`src/rtl/vrlp_eth_pkg.sv`:
```
// vrlp_eth_pkg: constants shared by the VRLP Ethernet framer and deframer.
// Holds the header parser state encoding, protocol field values and header sizes.
package vrlp_eth_pkg;

    // Header parser states: one state per header word, then payload or drop.
    localparam logic [2:0] ST_H1      = 3'd0;
    localparam logic [2:0] ST_H2      = 3'd1;
    localparam logic [2:0] ST_H3      = 3'd2;
    localparam logic [2:0] ST_H4      = 3'd3;
    localparam logic [2:0] ST_H5      = 3'd4;
    localparam logic [2:0] ST_H6      = 3'd5;
    localparam logic [2:0] ST_PAYLOAD = 3'd6;
    localparam logic [2:0] ST_DROP    = 3'd7;

    localparam logic [15:0] ETH_TYPE_IPV4 = 16'h0800;
    localparam logic [7:0]  IPV4_VER_IHL  = 8'h45;
    localparam logic [7:0]  IP_PROTO_UDP  = 8'h11;
    localparam logic [15:0] IP_HDR_BYTES  = 16'd20;
    localparam logic [15:0] UDP_HDR_BYTES = 16'd8;
    localparam int          HDR_WORDS     = 6;

    // Saturating increment for the statistics counters.
    function automatic logic [31:0] sat_inc(input logic [31:0] v);
        return (v == 32'hFFFF_FFFF) ? v : v + 32'd1;
    endfunction

endpackage

```
`src/rtl/vrlp_eth_hdr_check.sv`:
```
// vrlp_eth_hdr_check: combinational per-word header match.
// Given the parser state and the current 64-bit word, reports whether the
// fields carried by that word agree with the local configuration.
module vrlp_eth_hdr_check
    import vrlp_eth_pkg::*;
(
    input  logic [2:0]  state_i,
    input  logic [63:0] word_i,
    input  logic [15:0] mac_hi_i,
    input  logic [31:0] mac_lo_i,
    input  logic [31:0] ip_i,
    input  logic [15:0] port_i,
    input  logic [15:0] ip_len_i,
    output logic        pass_o
);

    // Select the field checks that belong to the word being parsed.
    always_comb begin
        pass_o = 1'b0;
        case (state_i)
            // Broadcast destination MAC is always accepted.
            ST_H1: pass_o = (word_i[15:0] == mac_hi_i) || (word_i[15:0] == 16'hFFFF);
            ST_H2: pass_o = (word_i[63:32] == mac_lo_i) || (word_i[63:32] == 32'hFFFF_FFFF);
            ST_H3: pass_o = (word_i[47:32] == ETH_TYPE_IPV4) && (word_i[31:24] == IPV4_VER_IHL);
            // Reject any fragment: MF set or non-zero fragment offset.
            ST_H4: pass_o = (word_i[23:16] == IP_PROTO_UDP) && !word_i[45] && (word_i[44:32] == 13'd0);
            ST_H5: pass_o = (word_i[31:0] == ip_i);
            ST_H6: pass_o = (word_i[47:32] == port_i) && (word_i[31:16] == (ip_len_i - IP_HDR_BYTES));
            default: pass_o = 1'b0;
        endcase
    end

endmodule

```
`src/rtl/vrlp_eth_deframer.sv`:
```
// vrlp_eth_deframer: strips and checks Ethernet/IPv4/UDP headers on the MAC RX
// stream and forwards matching VRLP payload with zero latency.
// Optional build macro: VRLP_ETH_DEFRAMER_STATS_EN enables the drop and
// length-error counters and the payload byte counter.
//
// Handshake: a beat transfers on a cycle where valid and ready are both high.
// valid never depends on ready; in PAYLOAD in_tready is out_tready, so the
// input beat and the output beat are the same transfer.
module vrlp_eth_deframer
    import vrlp_eth_pkg::*;
#(
    parameter logic [7:0] BASE = 8'd0
) (
    input  logic        clk,
    input  logic        reset,
    input  logic        clear,
    input  logic        set_stb,
    input  logic [7:0]  set_addr,
    input  logic [31:0] set_data,
    input  logic [63:0] in_tdata,
    input  logic [3:0]  in_tuser,
    input  logic        in_tlast,
    input  logic        in_tvalid,
    output logic        in_tready,
    output logic [63:0] out_tdata,
    output logic [3:0]  out_tuser,
    output logic        out_tlast,
    output logic        out_tvalid,
    input  logic        out_tready,
    output logic [31:0] drop_cnt,
    output logic [31:0] len_err_cnt,
    output logic [2:0]  dbg_state_o
);

    logic [15:0] mac_hi_q;
    logic [31:0] mac_lo_q;
    logic [31:0] ip_q;
    logic [15:0] port_q;

    logic [2:0]  state_q, state_d;
    logic        ok_q, ok_d;
    logic [15:0] ip_len_q, ip_len_d;
    logic        hdr_pass;
    logic        beat;
    logic        last_beat;

    assign beat        = in_tvalid & in_tready;
    assign last_beat   = beat & in_tlast;
    assign dbg_state_o = state_q;

    vrlp_eth_hdr_check u_hdr_check (
        .state_i  (state_q),
        .word_i   (in_tdata),
        .mac_hi_i (mac_hi_q),
        .mac_lo_i (mac_lo_q),
        .ip_i     (ip_q),
        .port_i   (port_q),
        .ip_len_i (ip_len_q),
        .pass_o   (hdr_pass)
    );

    // Settings registers: survive clear, only reset returns them to zero.
    always_ff @(posedge clk) begin
        if (reset) begin
            mac_hi_q <= 16'd0;
            mac_lo_q <= 32'd0;
            ip_q     <= 32'd0;
            port_q   <= 16'd0;
        end else if (set_stb) begin
            if (set_addr == BASE)         mac_hi_q <= set_data[15:0];
            if (set_addr == BASE + 8'd1)  mac_lo_q <= set_data;
            if (set_addr == BASE + 8'd2)  ip_q     <= set_data;
            if (set_addr == BASE + 8'd3)  port_q   <= set_data[15:0];
        end
    end

    // FSM state register; reset and clear abort any frame in progress.
    always_ff @(posedge clk) begin
        if (reset || clear) state_q <= ST_H1;
        else                state_q <= state_d;
    end

    // FSM next state: one header word per accepted beat, tlast in the header is a runt.
    always_comb begin
        state_d = state_q;
        case (state_q)
            ST_H1, ST_H2, ST_H3, ST_H4, ST_H5: begin
                if (beat) state_d = in_tlast ? ST_H1 : state_q + 3'd1;
            end
            ST_H6: begin
                if (beat) begin
                    if (in_tlast)              state_d = ST_H1;
                    else if (ok_q && hdr_pass) state_d = ST_PAYLOAD;
                    else                       state_d = ST_DROP;
                end
            end
            ST_PAYLOAD, ST_DROP: begin
                if (last_beat) state_d = ST_H1;
            end
            default: state_d = ST_H1;
        endcase
    end

    // FSM outputs: payload passes straight through, everything else is swallowed.
    always_comb begin
        in_tready  = 1'b1;
        out_tvalid = 1'b0;
        out_tlast  = 1'b0;
        out_tuser  = 4'd0;
        out_tdata  = in_tdata;
        if (state_q == ST_PAYLOAD) begin
            in_tready  = out_tready;
            out_tvalid = in_tvalid;
            out_tlast  = in_tlast;
            out_tuser  = in_tuser;
        end
    end

    // Header accumulation: sticky match flag restarts on the first word, ip_len from W3.
    always_comb begin
        ok_d     = ok_q;
        ip_len_d = ip_len_q;
        if (beat) begin
            case (state_q)
                ST_H1:               ok_d = hdr_pass;
                ST_H2, ST_H4, ST_H5: ok_d = ok_q & hdr_pass;
                ST_H3: begin
                    ok_d     = ok_q & hdr_pass;
                    ip_len_d = in_tdata[15:0];
                end
                default: ok_d = ok_q;
            endcase
        end
    end

    // Header accumulation registers.
    always_ff @(posedge clk) begin
        if (reset || clear) begin
            ok_q     <= 1'b0;
            ip_len_q <= 16'd0;
        end else begin
            ok_q     <= ok_d;
            ip_len_q <= ip_len_d;
        end
    end

`ifdef VRLP_ETH_DEFRAMER_STATS_EN
    logic [15:0] udp_len_q, udp_len_d;
    logic [15:0] byte_cnt_q, byte_cnt_d;
    logic [15:0] last_bytes, total_bytes;
    logic [31:0] drop_cnt_q, drop_cnt_d;
    logic [31:0] len_err_q, len_err_d;
    logic        drop_evt, len_err_evt;

    // Statistics next state: byte count over the payload and saturating event counters.
    always_comb begin
        udp_len_d   = udp_len_q;
        byte_cnt_d  = byte_cnt_q;
        last_bytes  = (in_tuser == 4'd0) ? 16'd8 : {12'd0, in_tuser};
        total_bytes = byte_cnt_q + last_bytes;
        drop_evt    = last_beat && ((state_q <= ST_H6) || (state_q == ST_DROP));
        len_err_evt = last_beat && (state_q == ST_PAYLOAD) &&
                      (total_bytes != (udp_len_q - UDP_HDR_BYTES));
        if (beat && (state_q == ST_H6)) begin
            udp_len_d  = in_tdata[31:16];
            byte_cnt_d = 16'd0;
        end else if (beat && (state_q == ST_PAYLOAD) && !in_tlast) begin
            byte_cnt_d = byte_cnt_q + 16'd8;
        end
        drop_cnt_d = drop_evt    ? sat_inc(drop_cnt_q) : drop_cnt_q;
        len_err_d  = len_err_evt ? sat_inc(len_err_q)  : len_err_q;
    end

    // Statistics registers; clear takes priority over a same-cycle increment.
    always_ff @(posedge clk) begin
        if (reset || clear) begin
            udp_len_q  <= 16'd0;
            byte_cnt_q <= 16'd0;
            drop_cnt_q <= 32'd0;
            len_err_q  <= 32'd0;
        end else begin
            udp_len_q  <= udp_len_d;
            byte_cnt_q <= byte_cnt_d;
            drop_cnt_q <= drop_cnt_d;
            len_err_q  <= len_err_d;
        end
    end

    assign drop_cnt    = drop_cnt_q;
    assign len_err_cnt = len_err_q;
`else
    assign drop_cnt    = 32'd0;
    assign len_err_cnt = 32'd0;
`endif

endmodule

```
`config.mk`:
```
export PLATFORM = sky130hd
export DESIGN_NAME = vrlp_eth_deframer
export DESIGN_NICKNAME = d
export VERILOG_FILES = /design/src/rtl/vrlp_eth_pkg.sv /design/src/rtl/vrlp_eth_hdr_check.sv /design/src/rtl/vrlp_eth_deframer.sv
export SDC_FILE = /design/constraint.sdc
export NUM_CORES = 1
export LEC_CHECK = 0
export BUFFER_PORTS_ARGS = -buffer_cell sky130_fd_sc_hd__buf_4
export CAP_MARGIN = 40
export CORE_ASPECT_RATIO = 0.6
export CORE_MARGIN = 3
export CORE_UTILIZATION = 51
export DETAILED_ROUTE_END_ITERATION = 8
export PLACE_DENSITY = 0.81
export SYNTH_ARGS = -nofsm -noshare
export SYNTH_HDL_FRONTEND = slang
export SYNTH_HIERARCHICAL = 1
export SYNTH_SLANG_ARGS = --single-unit
```
`constraint.sdc`:
```
create_clock -name clk -period 2.8 [get_ports clk]
set_clock_uncertainty 0.1 [all_clocks]
set_input_delay 0.14 -clock clk [delete_from_list [all_inputs] [get_ports clk]]
set_output_delay 0.14 -clock clk [all_outputs]
set_load 0.05 [all_outputs]
```
==> impl_metrics.yaml, run 1 <==
outcome:
  status: "finished, final reports clean"
critical_path:
  cp_cell_sequence: "inv_1, ha_1, nor2b_2, o21ai_1, a311o_1, and3_1, a211oi_1, a41o_1, nand2_1, a31oi_1, o2bb2ai_1"
  crit_path_start_kind: "flip-flop"
  crit_path_top_delay_cell: "dfxtp_1"
  ff2ff_setup_slack_ps: 200
  arrival_ps: 2790
  path_class: "flip-flop to flip-flop"
  cpPeakStageDelay_ps: 430
  cp-end-kind: "flip-flop"
  crit_fanout: 5
  cp.required_ps: 2990
route:
  route.detailed.drc: 0
  firstDrtPassIters: 6
  drtAntennaViolNets: 0
  finalWirelength_um: 23800
  drtIter0Drc: 727
  num_vias: 6875
  viasPerCell: 5.435
  routedWlPerCell_um: 18.82
placed_design:
  io_buffer_count: 188
  place_congestion: 0.9604
  postPlaceCellArea_um2: 8020
  hpwl_um: 16730
  dpl.cell_count: 1182
global_routing:
  overflow: 0
  grt_pass1_wl_um: 35470
  grt_pass1_vias: 6436
  grt_max_degree: 79
  antenna_found_initial: 0
  grt_util_all_layers_pct: 28.68
timing:
  slew_violations: 0
  hold_slack_ps: 27.34
  finalHoldViolCount: 0
  slew_headroom_pct: 56.20
  final.min_clock_period_ps: 2600
  fin_tns_setup_ps: 0
  timing.final.crit_share_pct: 92.84
  tightestPinTransition_ps: 651.0
  fmax_ghz: 0.3847
  rsz0062_at_grt: "false"
  setup_viol: 0
yosys:
  synth_top_area_share_pct: 32.05
  yosys-top-cells-area: "dfxtp_1, buf_4, nand2_1"
  yosys_warnings: 6
  yosys.cell_count.top_type: "nand2_1"
  yosysUniqueCellTypes: 59
  avgSynthCellArea_um2: 8.087
  yosys-top-cells-count: "nand2_1, buf_4, dfxtp_1"
  yosysTopAreaCell: "dfxtp_1"
  synth_seq_cells: 116
  syn-cell-area_um2: 7246
  synthCells: 896
  yosysSeqAreaShare_pct: 32.05
  synth_edf_count: 0
  ys.flop_type: "dfxtp_1"
  ys_async_sr_fraction_pct: 0
pwr:
  power.leakage_nw: 3.812
  ir_drop_uv: 357.1
  p_per_area_nw_per_um2: 541.0
die:
  die-width_um: 159.9
  ios: 253
  die_h_um: 98.33
  num_rows: 33
  start_util_pct: 52.54
  die_area_um2: 15720
  core-area_um2: 13790
cells_and_area:
  drive_gt1_share_pct: 24.60
  diodes: 0
  area_growth_pct: 26.71
  fin_cells: 1265
  final_util_pct: 66.58
  finalNetCount: 1181
  finish.instance_area_um2: 9181
clock_network:
  clock_path_buffers: 2
  htree_levels: 4
  root_buffer: "clkbuf_16"
  clkSinkCount: 116
  post_cts_buffers: 0
  cts_buffers: 17
  clk_pin_slew_ps: 60
  insertion_delay_ps: 410
  cts_tree: "built"
min_path:
  hold_class: "input pin to flip-flop"
run:
  maxCapViolCount: 0
cell families (layout without fill, tap and decap cells):
logic type,after synthesis,after routing,share of synthesized area (%)
AND/OR/NAND/NOR,337,337,22.19
buffers and inverters,172,286,16.89
AO/OA/AOI/OAI,132,132,11.55
XOR/XNOR,116,116,14.02
flip-flops,116,116,32.05
multiplexers,16,16,2.210
adder cells (fa/ha/maj),6,6,1.036
other,1,64,0.05175
per-stage QoR:
stage | total power [W] | setup slack, ps
after floorplan | 0.002331 | 262.0
after global placement | 0.002532 | 209.0
after detailed placement | 0.002538 | 154.6
after CTS | 0.004953 | 146.3
after global routing | 0.005082 | 26.34
final | 0.004967 | 200.3
placed cells by master, fill, tap and decap left out, drive strengths merged, types with 8 or more instances in the layout:
cell type | Yosys | routed
xnor2 | 49 | 49
clkbuf | 23 | 19
nand2 | 200 | 200
buf | 143 | 197
conb | 1 | 64
mux2i | 16 | 16
and3 | 9 | 9
nand3 | 8 | 8
xor2 | 67 | 67
dfxtp | 116 | 116
nand4 | 31 | 31
dlygate4sd3 | 0 | 51
a21oi | 104 | 104
nor3 | 10 | 10
nor4 | 24 | 24
nor2 | 27 | 27
state kept, by name, summed over array words and instances, names as in the netlist:
signal	count
dbg_state_o	3
mac_hi_q	16
mac_lo_q	32
port_q	16
ip_len_q	16
ip_q	32
ok_q	1
critical path: cells and delay by family (launching register included):
kind                       cells  cell delay (ps)
buffers and inverters          1               70
AOI/OAI and AO/OA              6             1200
DFF                            1              430
and+or+nand+nor                3              420
adders and majority gates      1              250
final timing paths:
path / from / depth (start not counted) / endpoint
hold reg to reg: mac_lo_q[13] / 2 / mac_lo_q[13]
hold / removal: in_tvalid / 3 / dbg_state_o[2]
setup reg to reg: ip_len_q[2] / 11 / dbg_state_o[0]
setup / recovery: ip_len_q[2] / 11 / dbg_state_o[0]
layout make-up:
cell class                 count  area (µm²)
timing repair buffer         248        2009
sequential                   116        2322
inverter                       6       22.52
clock buffer                  19       442.9
fill                        1138        4609
clock inverter                13       205.2
multi-input combinational    671        3939
tap                          192       240.2
power breakdown:
group | total (W) | leakage [nW] | internal (W) | switching, W
Combinational | 0.000924 | 2.57 | 0.000286 | 0.000638
Clock | 0.00239 | 0.309 | 0.00160 | 0.000785
Sequential | 0.00166 | 0.934 | 0.00165 | 0.00000397
repair_timing:
| action | in CTS | in global routing |
|---|---|---|
| setup endpoints to repair | 0 | 2 |
| hold endpoints to repair | 113 | 0 |
| resized for setup | 0 | 1 |
| hold buffers | 51 | 0 |
routing by layer:
metal  part of all wire, %  up-vias  GRT usage, %  wire [µm]
met3                    12       32         9.877       2850
li1                      -     3172             -          -
met5                     0        -             0          0
met1                    42     3242         39.54      10060
met2                    44      429         42.93      10540
met4                   1.5        0         7.867        347
Power figures use the tool's default switching activity.
==> run 2, diff against run 1 <==
--- a/config.mk
+++ b/config.mk
@@ -5,13 +5,14 @@
 export SDC_FILE = /design/constraint.sdc
 export NUM_CORES = 1
 export LEC_CHECK = 0
+export ABC_AREA = 1
 export BUFFER_PORTS_ARGS = -buffer_cell sky130_fd_sc_hd__buf_4
 export CAP_MARGIN = 40
 export CORE_ASPECT_RATIO = 0.6
 export CORE_MARGIN = 3
-export CORE_UTILIZATION = 51
+export CORE_UTILIZATION = 53
 export DETAILED_ROUTE_END_ITERATION = 8
-export PLACE_DENSITY = 0.81
+export PLACE_DENSITY = 0.82
 export SYNTH_ARGS = -nofsm -noshare
 export SYNTH_HDL_FRONTEND = slang
 export SYNTH_HIERARCHICAL = 1
==> impl_metrics.yaml, run 2 <==
outcome:
  status: "finished, final reports clean"
timing:
  final.min_clock_period_ps: 2453
  finalHoldViolCount: 0
  fmax_ghz: 0.4077
  fin_tns_setup_ps: 0
  tightestPinTransition_ps: 674.0
  slew_violations: 0
  setup_viol: 0
  slew_headroom_pct: 55.00
  timing.final.crit_share_pct: 87.61
  rsz0062_at_grt: "false"
critical_path:
  reg2reg_depth: 17
  cp_common_cell: "nand2_1"
  arrival_ps: 2660
  crit_path_start_kind: "flip-flop"
  cp-end-kind: "flip-flop"
  critical-path-top-delay-family: "simple AND/OR/NAND/NOR gates"
  r2r_end: "dbg_state_o[0]"
  ff2ff_setup_slack_ps: 350
  cp.required_ps: 3010
  path_buf_inv: 1
  cp_cell_sequence: "inv_1, nor3_1, nand2_1, nor2_1, nand2_1, nor2_1, nand3_1, nand3_1, nor2_1, nand2_1, nand2_1, nand2_1, nor2_1, a21oi_1, nand2_1, nand2_1, nor2_1"
  path_class: "flip-flop to flip-flop"
  crit_fanout: 10
  cpPeakStageDelay_ps: 550
  crit_path_top_delay_cell: "dfxtp_1"
  r2r_start: "dbg_state_o[2]"
global_routing:
  grt_pass1_vias: 7624
  grt_util_all_layers_pct: 28.28
  grt_pass1_wl_um: 38830
  grt_max_degree: 97
  antenna_found_initial: 0
  overflow: 0
yosys:
  yosys-top-cells-area: "dfxtp_1, nand2_1, buf_4"
  yosys.cell_count.top_type: "nand2_1"
  yosys_warnings: 6
  synth_top_area_share_pct: 27.75
  ys_async_sr_fraction_pct: 0
  yosysUniqueCellTypes: 29
  avgSynthCellArea_um2: 6.249
  ys.flop_type: "dfxtp_1"
  yosysTopAreaCell: "dfxtp_1"
  synthCells: 1339
  synth_edf_count: 0
  synth_seq_cells: 116
  syn-cell-area_um2: 8368
  yosys-top-cells-count: "nand2_1, nor2_1, inv_1"
  yosysSeqAreaShare_pct: 27.75
min_path:
  hold_class: "input pin to flip-flop"
  min_from: "set_data[31]"
  worstHoldPathCells: 5
  hold_end: "ip_q[31]"
clock_network:
  insertion_delay_ps: 420
  clkSinkCount: 116
  clk_pin_slew_ps: 60
  root_buffer: "clkbuf_16"
  cts.repair.resized: 0
  cts_buffers: 17
  ctsHoldBuffers: 32
  cts_tree: "built"
  clock_path_buffers: 2
  htree_levels: 4
  post_cts_buffers: 0
route:
  routedWlPerCell_um: 15.24
  viasPerCell: 5.142
  num_vias: 8644
  drtAntennaViolNets: 0
  drtIter0Drc: 880
  route.detailed.drc: 0
  firstDrtPassIters: 6
  finalWirelength_um: 25630
placed_design:
  hpwl_um: 18450
  dpl.cell_count: 1617
  io_buffer_count: 188
  place_congestion: 0.8993
  postPlaceCellArea_um2: 9150
cells_and_area:
  diodes: 0
  area_growth_pct: 21.11
  drive_gt1_share_pct: 17.19
  final_common_cell: "nand2_1"
  regArea_um2: 2322
  fin_cells: 1681
  final_cell_mix: "nand2_1, buf_4, nor2_1"
  finalNetCount: 1591
  finish.instance_area_um2: 10130
  reg_top3: "ip_q: 32 flops, mac_lo_q: 32 flops"
  multi_input_area_um2: 4513
  final_util_pct: 67.68
  fill_cells: 1287
pwr:
  p_total_w: 0.005217
  p_per_area_nw_per_um2: 514.8
  ir_drop_uv: 379.5
  power.leakage_nw: 4.834
run:
  maxCapViolCount: 0
die:
  start_util_pct: 55.88
  num_rows: 34
  ios: 253
  die-width_um: 168.2
  die_area_um2: 17380
  core-area_um2: 14970
  die_h_um: 103.3
[run 2: changes by cell type after synthesis, sizes merged, moves of 20 or more]
cell	delta
nor4	-22
nor2	+171
nand3	+116
buf	+25
nand2	+147
xor2	-38
inv	+130
nand4	-20
[run 2: worst reg2reg max path: cells and delay by family (launching register included)]
family | cells | cell delay (ps)
flip-flops | 1 | 550
buffers and inverters | 1 | 140
AO/OA/AOI/OAI | 1 | 100
AND/OR/NAND/NOR | 15 | 1480
[run 2: cell type report]
type / instances / share of cell area (%)
Multi-Input combinational cell: 967 / 44.53
Sequential cell: 116 / 22.91
Timing Repair Buffer: 230 / 18.44
Inverter: 138 / 5.111
Clock buffer: 18 / 4.333
Tap cell: 198 / 2.444
Clock inverter: 14 / 2.222
[run 2: logic make-up (layout without fill, tap and decap cells)]
group / count (synthesis) / count (layout) / synth area share, %
XOR/XNOR: 76 / 76 / 7.954
flip-flops: 116 / 116 / 27.75
AND/OR/NAND/NOR: 695 / 695 / 34.54
buffers and inverters: 319 / 400 / 21.20
AO/OA/AOI/OAI: 126 / 126 / 7.611
other: 1 / 64 / 0.04481
adder cells (fa/ha/maj): 6 / 6 / 0.8971
[run 2: power breakdown]
group / leakage (nW) / total [W] / switching [W] / internal, W
clock: 0.313 / 0.00247 / 0.000853 / 0.00161
combinational: 3.59 / 0.00108 / 0.000759 / 0.000321
sequential: 0.935 / 0.00167 / 0.0000120 / 0.00166
[run 2: worst max-delay path by stage]
stage / start / slack [ps] / cells after the start / to
after global routing: dbg_state_o[2] / 150 / 17 / dbg_state_o[0]
after CTS: dbg_state_o[2] / 500 / 17 / dbg_state_o[0]
after detailed placement: dbg_state_o[2] / 520 / 17 / dbg_state_o[0]
after floorplan: dbg_state_o[2] / 650 / 17 / dbg_state_o[0]
final: dbg_state_o[2] / 350 / 17 / dbg_state_o[0]
after global placement: dbg_state_o[2] / 580 / 17 / dbg_state_o[0]
[run 2: through the flow]
step | hold slack [ps] | worst slack [ps]
after floorplan | 183.0 | 650.6
after global placement | 340.8 | 582.5
after detailed placement | 346.3 | 519.7
after CTS | 0.8099 | 499.8
after global routing | 15.72 | 145.2
final | 11.02 | 347.0
[run 2: layer usage]
layer | vias up | track usage, % | part of all wire [%]
li1 | 4230 | - | -
met2 | 510 | 43.11 | 43
met3 | 44 | 8.204 | 13
met1 | 3860 | 39.56 | 43
met4 | 0 | 7.542 | 1.7
met5 | - | 0 | 0
==> run 3, diff against run 2 <==
--- a/config.mk
+++ b/config.mk
@@ -7,12 +7,13 @@
 export LEC_CHECK = 0
 export ABC_AREA = 1
 export BUFFER_PORTS_ARGS = -buffer_cell sky130_fd_sc_hd__buf_4
-export CAP_MARGIN = 40
+export CAP_MARGIN = 5
 export CORE_ASPECT_RATIO = 0.6
 export CORE_MARGIN = 3
-export CORE_UTILIZATION = 53
+export CORE_UTILIZATION = 49
 export DETAILED_ROUTE_END_ITERATION = 8
-export PLACE_DENSITY = 0.82
+export PLACE_DENSITY = 0.77
+export SLEW_MARGIN = 15
 export SYNTH_ARGS = -nofsm -noshare
 export SYNTH_HDL_FRONTEND = slang
 export SYNTH_HIERARCHICAL = 1
==> impl_metrics.yaml, run 3 (same netlist as run 2, synthesis figures left out) <==
outcome:
  status: "finished, final reports clean"
timing:
  slew_violations: 0
  tightestPinTransition_ps: 607.1
  finalHoldViolCount: 0
  rsz0062_at_grt: "false"
  timing.final.crit_share_pct: 81.96
  fin_tns_setup_ps: 0
  slew_headroom_pct: 59.47
  setup_viol: 0
  final.min_clock_period_ps: 2295
  fmax_ghz: 0.4357
global_routing:
  overflow: 0
  grt_max_degree: 97
  top_usage_layer: "met2"
  grt.met2_usage_pct: 39.32
  gr-usage-met1_pct: 38.88
  grt_pass1_wl_um: 39520
  grt_util_all_layers_pct: 26.50
  antenna_found_initial: 0
  grt_use_met3_pct: 6.936
  grt_pass1_vias: 7482
clock_network:
  root_buffer: "clkbuf_16"
  insertion_delay_ps: 410
  clkSinkCount: 116
  clk_pin_slew_ps: 60
  htree_levels: 4
  cts_buffers: 17
  cts_tree: "built"
  clock_path_buffers: 2
  cts.repair.resized: 0
pwr:
  p_sw_share_pct: 33.63
  ir_drop_uv: 330.0
  p_total_w: 0.004820
  sequentialPowerShare_pct: 34.7
  power.leakage_nw: 4.780
  p_clk_share_pct: 43.0
  p_per_area_nw_per_um2: 478.6
  p_sw_w: 0.001621
  p_comb_share_pct: 22.4
  intPower_w: 0.003199
route:
  finalWirelength_um: 25540
  drtIter0Drc: 789
  viasPerCell: 5.010
  drtAntennaViolNets: 0
  num_vias: 8577
  route.detailed.drc: 0
  firstDrtPassIters: 5
  routedWlPerCell_um: 14.92
critical_path:
  cp_common_cell: "nand2_1"
  crit_fanout: 10
  cp_cell_sequence: "inv_1, nor3_1, nand2_1, nor2_1, nand2_1, nor2_1, nand3_1, nand3_1, nor2_1, nand2_1, nand2_1, nand2_1, nor2_1, a21oi_1, nand2_1, nand2_1, nor2_1"
  cp-end-kind: "flip-flop"
  path_class: "flip-flop to flip-flop"
  arrival_ps: 2500
  crit_path_start_kind: "flip-flop"
  critical-path-top-delay-family: "simple AND/OR/NAND/NOR gates"
  cp.required_ps: 3010
  path_buf_inv: 1
  cpPeakStageDelay_ps: 540
  crit_path_top_delay_cell: "dfxtp_1"
cells_and_area:
  reg_top3: "ip_q: 32 flops, mac_lo_q: 32 flops"
  diodes: 0
  drive_gt1_share_pct: 17.32
  area_growth_pct: 20.35
  final_cell_mix: "nand2_1, buf_4, nor2_1"
  finalNetCount: 1592
  fill_cells: 1537
  final_common_cell: "nand2_1"
min_path:
  hold_class: "input pin to flip-flop"
die:
  ios: 253
  num_rows: 36
  die_area_um2: 18730
  core-area_um2: 16490
  start_util_pct: 50.76
  die_h_um: 107.2
  die-width_um: 174.7
placed_design:
  io_buffer_count: 188
  hpwl_um: 18680
  place_congestion: 0.8989
run:
  maxCapViolCount: 0
==> run 3: changes by cell type in the layout (fill, tap and decap cells not counted), sizes merged <==
cell	change
inv	+1
clkinvlp	+4
dlygate4sd3	-1
bufinv	-4
buf	+2
clkbuf	-1
==> run 3: path summary, 6_finish.rpt <==
check	startpoint	end	slack (ps)	depth (start not counted)
worst max-delay path	dbg_state_o[2]	dbg_state_o[0]	510	17
worst min-delay path	set_data[20]	mac_lo_q[20]	20	5
worst max register to register	dbg_state_o[2]	dbg_state_o[0]	510	17
worst min register to register	ip_len_q[1]	ip_len_q[1]	390	2
==> run 3: routing by layer <==
layer | routed length [µm] | part of all wire, %
met5 | 0 | 0
met4 | 235 | 0.92
met3 | 3057 | 12
met2 | 10710 | 42
met1 | 11540 | 45
==> run 3: cell type report <==
type	instances	area [µm²]	share of cell area (%)
clock inverters	15	132.6	1.317
repair buffers	231	1874	18.61
flip-flops and latches	116	2322	23.06
clock buffers	17	425.4	4.224
well taps	228	285.3	2.833
multi-input cells	967	4513	44.81
inverters	138	518.0	5.144
==> run 3: power groups by stage <==
stage / combinational [W] / sequential, W / clock, W
final: 0.00108 / 0.00167 / 0.00207
after global placement: 0.00102 / 0.00171 / 0
after floorplan: 0.000793 / 0.00171 / 0
after global routing: 0.00115 / 0.00167 / 0.00216
after CTS: 0.00106 / 0.00167 / 0.00208
after detailed placement: 0.00103 / 0.00171 / 0
==> run 3: per-stage QoR <==
step / std cells / instance area (µm²) / hold WS [ps] / utilization [%] / setup slack, ps
6_report: 1712 / 10070 / 15.80 / 61.09 / 505.0
5_1_grt: 1712 / 10070 / 23.08 / 61.09 / 197.0
4_1_cts: 1712 / 10070 / 3.054 / 61.09 / 557.9
2_1_floorplan: 1402 / 8605 / 183.0 / - / 650.6
3_5_place_dp: 1649 / 9203 / 349.3 / 55.82 / 576.3
3_3_place_gp: 1649 / 9203 / 340.7 / 55.82 / 637.8
==> run 3: tightest hold or removal path, cell delays in order <==
cell     delay (ps)
buf_4            80
inv_1            60
nand3_1          80
nand2_1          50
nor2_1           80
==> run 3: what timing repair did <==
item / CTS / global route
hold endpoints to repair: 41 / 0
buffers inserted: 0 / 0
hold buffers: 31 / 0
